`config.mk`:
```
export PLATFORM = sky130hd
export DESIGN_NAME = m_ext_unit
export DESIGN_NICKNAME = d
export VERILOG_FILES = /design/src/rtl/m_ext_unit.sv
export SDC_FILE = /design/constraint.sdc
export NUM_CORES = 1
export LEC_CHECK = 0
export CAP_MARGIN = 0
export CELL_PAD_IN_SITES_DETAIL_PLACEMENT = 1
export CELL_PAD_IN_SITES_GLOBAL_PLACEMENT = 2
export CORE_ASPECT_RATIO = 0.8
export CORE_MARGIN = 5
export CORE_UTILIZATION = 35
export CTS_CLUSTER_SIZE = 30
export DETAILED_ROUTE_END_ITERATION = 6
export GPL_TIMING_DRIVEN = 0
export PLACE_DENSITY_LB_ADDON = 0.15
export SYNTH_ARGS = -nofsm -noshare
export SYNTH_HDL_FRONTEND = slang
export SYNTH_SLANG_ARGS = --single-unit
export TNS_END_PERCENT = 30
```
`constraint.sdc`:
```
create_clock -name clk -period 7.7 [get_ports clk]
set_input_delay 1.155 -clock clk [delete_from_list [all_inputs] [get_ports clk]]
set_output_delay 1.155 -clock clk [all_outputs]
set_load 0.01 [all_outputs]
```
`src/rtl/m_ext_unit.sv`:
```
// Iterative RV32M multiply/divide unit: shift-add multiplier and restoring divider on one 64-bit register.
// Latency: 33 cycles from accepted start to done (1 cycle for divide-by-zero / signed overflow).
// Backpressure: holds the pipeline with busy; start is ignored while busy, flush cancels without done.
module m_ext_unit (
  input  logic        clk,
  input  logic        rst_n,
  input  logic        start,
  input  logic        flush,
  input  logic [2:0]  funct3,
  input  logic [31:0] a,
  input  logic [31:0] b,
  output logic        busy,
  output logic        done,
  output logic [31:0] result
);

  typedef enum logic [1:0] {IDLE, CALC, DONE} state_t;

  state_t      state, state_nxt;
  logic [2:0]  op;
  logic [63:0] work;
  logic [31:0] opnd;
  logic [5:0]  cnt;
  logic        neg_a;
  logic        neg_diff;

  // Operand decode at issue: signedness, absolute values and the special cases.
  logic        is_div, a_sgn, b_sgn, sa, sb, div_zero, div_ovf, special, accept;
  logic [31:0] abs_a, abs_b, special_res;

  always_comb begin
    is_div   = funct3[2];
    a_sgn    = (funct3 == 3'b001) || (funct3 == 3'b010) || (funct3 == 3'b100) || (funct3 == 3'b110);
    b_sgn    = (funct3 == 3'b001) || (funct3 == 3'b100) || (funct3 == 3'b110);
    sa       = a_sgn & a[31];
    sb       = b_sgn & b[31];
    abs_a    = sa ? (~a + 32'd1) : a;
    abs_b    = sb ? (~b + 32'd1) : b;
    div_zero = is_div && (b == 32'd0);
    div_ovf  = is_div && !funct3[0] && (a == 32'h8000_0000) && (b == 32'hFFFF_FFFF);
    special  = div_zero || div_ovf;
    if (div_zero)
      special_res = funct3[1] ? a : 32'hFFFF_FFFF;
    else
      special_res = funct3[1] ? 32'd0 : 32'h8000_0000;
    accept   = (state == IDLE) && start && !flush;
  end

  // One iteration step plus the sign-corrected result of the step that ends CALC.
  logic [32:0] mul_sum;
  logic [32:0] rem_sh;
  logic [32:0] div_diff;
  logic [63:0] mul_nxt, div_nxt, work_nxt, prod;
  logic [31:0] quo, rem, fin_res;

  always_comb begin
    mul_sum  = {1'b0, work[63:32]} + (work[0] ? {1'b0, opnd} : 33'd0);
    mul_nxt  = {mul_sum, work[31:1]};
    // Shifted remainder needs 33 bits; bit 32 of the difference is the borrow.
    rem_sh   = work[63:31];
    div_diff = rem_sh - {1'b0, opnd};
    div_nxt  = div_diff[32] ? {work[62:0], 1'b0} : {div_diff[31:0], work[30:0], 1'b1};
    work_nxt = op[2] ? div_nxt : mul_nxt;
    prod     = neg_diff ? (~work_nxt + 64'd1) : work_nxt;
    quo      = neg_diff ? (~work_nxt[31:0] + 32'd1) : work_nxt[31:0];
    rem      = neg_a ? (~work_nxt[63:32] + 32'd1) : work_nxt[63:32];
    case (op)
      3'b000:         fin_res = prod[31:0];
      3'b100, 3'b101: fin_res = quo;
      3'b110, 3'b111: fin_res = rem;
      default:        fin_res = prod[63:32];
    endcase
  end

  // Next-state logic; flush wins over start and over completion.
  always_comb begin
    state_nxt = state;
    case (state)
      IDLE: if (accept) state_nxt = special ? DONE : CALC;
      CALC: begin
        if (flush)               state_nxt = IDLE;
        else if (cnt == 6'd31)   state_nxt = DONE;
      end
      default: state_nxt = IDLE;
    endcase
  end

  // State register.
  always_ff @(posedge clk) begin
    if (!rst_n) state <= IDLE;
    else        state <= state_nxt;
  end

  // Datapath: operand load at issue, one bit per CALC cycle, result captured on entry to DONE.
  always_ff @(posedge clk) begin
    if (!rst_n) begin
      op       <= 3'd0;
      work     <= 64'd0;
      opnd     <= 32'd0;
      cnt      <= 6'd0;
      neg_a    <= 1'b0;
      neg_diff <= 1'b0;
      result   <= 32'd0;
      done     <= 1'b0;
    end else begin
      done <= (state_nxt == DONE);
      case (state)
        IDLE: if (accept) begin
          op       <= funct3;
          neg_a    <= sa;
          neg_diff <= sa ^ sb;
          cnt      <= 6'd0;
          opnd     <= is_div ? abs_b : abs_a;
          work     <= {32'd0, is_div ? abs_a : abs_b};
          if (special) result <= special_res;
        end
        CALC: if (!flush) begin
          work <= work_nxt;
          cnt  <= cnt + 6'd1;
          if (cnt == 6'd31) result <= fin_res;
        end
        default: ;
      endcase
    end
  end

  assign busy = (state != IDLE);

endmodule

```
==> impl_metrics.toml <==
[synthesis]
ys_ff_latch = 142
synth_ff_type = "dfxtp_1"
syn_inst = 2217
ys_seq_area_share_pct = 17.8
ys_top_cells_by_area = "dfxtp_1, nand2_1, xnor2_1"
synth_cell_type_count = 101
synth_edf_count = 0
synth-async-reset-ratio_pct = 0
synth_fp_nets = 2360
synth.top_cell.area_share_pct = 17.8
ys_warn_count = 0
syn_area_um2 = 15900
synth.avg_cell_area_um2 = 7.19
synth_top_area_cell = "dfxtp_1"

[sta]
slew_headroom_pct = 5.12
hold_viol = 0
fmax_mhz = 134
skew_ns = 0.0127
min_period_over_period_pct = 97.0
rsz0062_at_grt = "no"
setup_viol = 0
worst_pin_slew_ns = 1.42
worst_slack_ns = 0.234
drv_slew = 0
min_period_ns = 7.47

[clocking]
cts_buffers = 17
ctsHoldBuffers = 0
tritoncts = "yes"
cts-htree-levels = 4
clk_latency_ns = 0.47
cts.clk_slew.worst_paths_ns = 0.07
cts_sinks = 142
post_cts_buffers = 0
cts_buffer_depth = 2
clockRootBuffer = "clkbuf_16"

[placement]
port_buffers = 103
gp_congestion = 1.01
place_ws_ns = -1.48
dp.cells = 2934
dp_hpwl_um = 73200
placed_area_um2 = 17800

[floorplanning]
die_x_um = 249
core-area_um2 = 45400
start_util_pct = 35.1
dieArea_um2 = 49900
rows = 70
ios = 105
die_y_um = 201

[cells_and_area]
area_growth_pct = 15.3
fin_area_um2 = 18400
multi_input_area_um2 = 12200
layout-drive-gt1-share_pct = 5.23
finalCoreUtilization_pct = 40.5
seqCellArea_um2 = 2840
fillers = 5755
final_cells = 2962
antenna_cells = 0
final_nets = 2480

[global_routing]
first_global_vias = 18100
grt_usage_pct = 33.6
grt_pass1_wl_um = 126000
antenna_found_initial = 3
grt_max_degree = 20
gr-total-overflow = 0

[critical_path]
critPathArrivalTime_ns = 7.82
critPathMaxFanout = 28
endpoint_kind = "register"
required_ns = 8.05
worstSetupPathType = "reg2reg"
critPathLaunchType = "register"

[detailed_routing]
via_per_inst = 6.24
vias = 18500
wl_um = 87400
drcViolationCount = 0
dr.first_iter.drc_count = 1887
avgRoutedWirePerCell_um = 29.5
dr.pass1.iters = 5
ant_nets = 0

[run]
cap_violations = 0

[min_path]
min_path_type = "reg2reg"

[power]
vdd_drop_max_uv = 169
power.density_nw_per_um2 = 155
leakagePower_nw = 6.96

[run_status]
status = "complete, no violations"
==> routing by layer <==
layer	global-route usage, %	up-vias	wire length (um)
li1	-	8360	-
met1	48.6	9267	41200
met2	44.6	764	33000
met3	14.2	98	10200
met4	10.4	2	2980
met5	0	-	16
==> placed cells by master (no fill, tap or decap), types with 13 or more instances in the layout <==
cell and n:
a31oi_1 37, or3_1 23, nor4_1 18, a21o_1 21
inv_1 64, a21oi_1 130, xnor2_1 104, o21ai_0 167
clkdlybuf4s50_1 103, buf_2 16, nand2_1 254, ha_1 70
a22oi_1 30, nand4_1 28, dfxtp_1 142, a211oi_1 34
nand2b_1 19, a221oi_1 13, o31ai_1 30, nor2b_1 38
o211a_1 40, clkbuf_1 110, mux2i_1 58, nor2_1 184
nor3_1 43, o211ai_1 86, and2_1 58, nand3_1 42
a21boi_0 17, or2_2 13, xor2_1 79, clkbuf_16 17
o21a_1 37, and3_1 14
==> flip-flops by register name, indices dropped and copies added, names as in the netlist <==
name / count
work: 64
done: 1
neg_a: 1
opnd: 32
neg_diff: 1
op: 3
result: 32
cnt: 6
state: 2
==> through the flow <==
| stage | hold slack [ns] | power, mW | setup TNS [ns] |
|---|---|---|---|
| floorplan | 0.426 | 1.46 | 0 |
| global placement | 0.457 | 1.90 | -15.09 |
| detailed placement | 0.465 | 1.91 | -15.09 |
| CTS | 0.483 | 2.81 | 0 |
| global route | 0.506 | 2.96 | 0 |
| finish | 0.487 | 2.86 | 0 |
==> cell families (layout without fill, tap and decap cells) <==
| logic type | Yosys count | in the layout | share of synthesized area (%) |
|---|---|---|---|
| xor+xnor | 183 | 183 | 10.1 |
| mux | 62 | 62 | 3.93 |
| buf+inv | 218 | 351 | 5.57 |
| simple gates | 786 | 786 | 24.1 |
| fa+ha+maj | 72 | 72 | 5.75 |
| flops | 142 | 142 | 17.8 |
| compound gates | 754 | 754 | 32.8 |
==> cell type report <==
class | count | share of cell area, %
well taps | 612 | 4.17
inverters | 66 | 1.35
multi-input cells | 1857 | 66.5
clock buffers | 19 | 2.41
plain buffers | 148 | 3.44
repair buffers | 105 | 5.72
flip-flops and latches | 142 | 15.5
clock inverters | 13 | 0.899
==> repair_timing <==
action / CTS / global route
gates resized for setup: 1 / 3
endpoints found under the setup margin: 14 / 5
pin swaps: 0 / 1
==> worst max-delay path, cell delays in order (launching register included) <==
cell,delay (ns)
dfxtp_1,0.49
buf_2,0.41
buf_2,0.60
buf_2,0.80
clkbuf_2,0.56
clkdlybuf4s15_1,0.79
nand3_1,0.15
o21a_1,0.20
inv_1,0.09
ha_1,0.22
o221ai_1,0.21
or3_1,0.37
clkbuf_1,0.31
nand2b_1,0.47
o21ai_0,0.32
xnor2_1,0.12
a222oi_1,0.81
o21ai_0,0.19
and2_1,0.20
==> cells in the mapped netlist, types with 6 or more instances <==
cell and number:
buf_1 14, dfxtp_1 142, nand2_1 254, a22oi_1 30
and3_1 14, mux2i_1 58, and2_1 58, ha_1 70
nor3b_1 10, a221oi_1 13, o21ai_0 167, a211o_1 8
o211ai_1 86, o21a_1 37, o21ai_1 7, a31oi_1 37
o221ai_1 7, a211oi_1 34, or2_2 13, o211a_1 40
xor2_1 79, a21boi_0 17, nand3b_1 6, or3_1 23
clkbuf_1 113, nor4_1 19, nor2_1 184, or4_1 11
nor3_1 43, a21oi_1 130, o41ai_1 8, a21o_1 21
o21bai_1 6, buf_2 16, xnor2_1 104, nand2b_1 19
nor2b_1 38, inv_1 64, nand4_1 28, nand3_1 42
o31ai_1 30
==> final timing paths <==
check | startpoint | to | slack (ns) | depth (start not counted)
max reg2reg | op[2] | result[8] | 0.23 | 18
max | op[2] | result[8] | 0.23 | 18
min | state[1] | state[0] | 0.49 | 1
min reg2reg | state[1] | state[0] | 0.49 | 1
==> power breakdown <==
group          switching (mW)  internal, mW  leakage [nW]  total (mW)
Sequential             0.0377         0.769          1.16       0.807
Combinational           0.775         0.362          5.52        1.14
Clock                   0.393         0.519         0.286       0.912
Note: power is estimated with default switching activity, not from simulation.
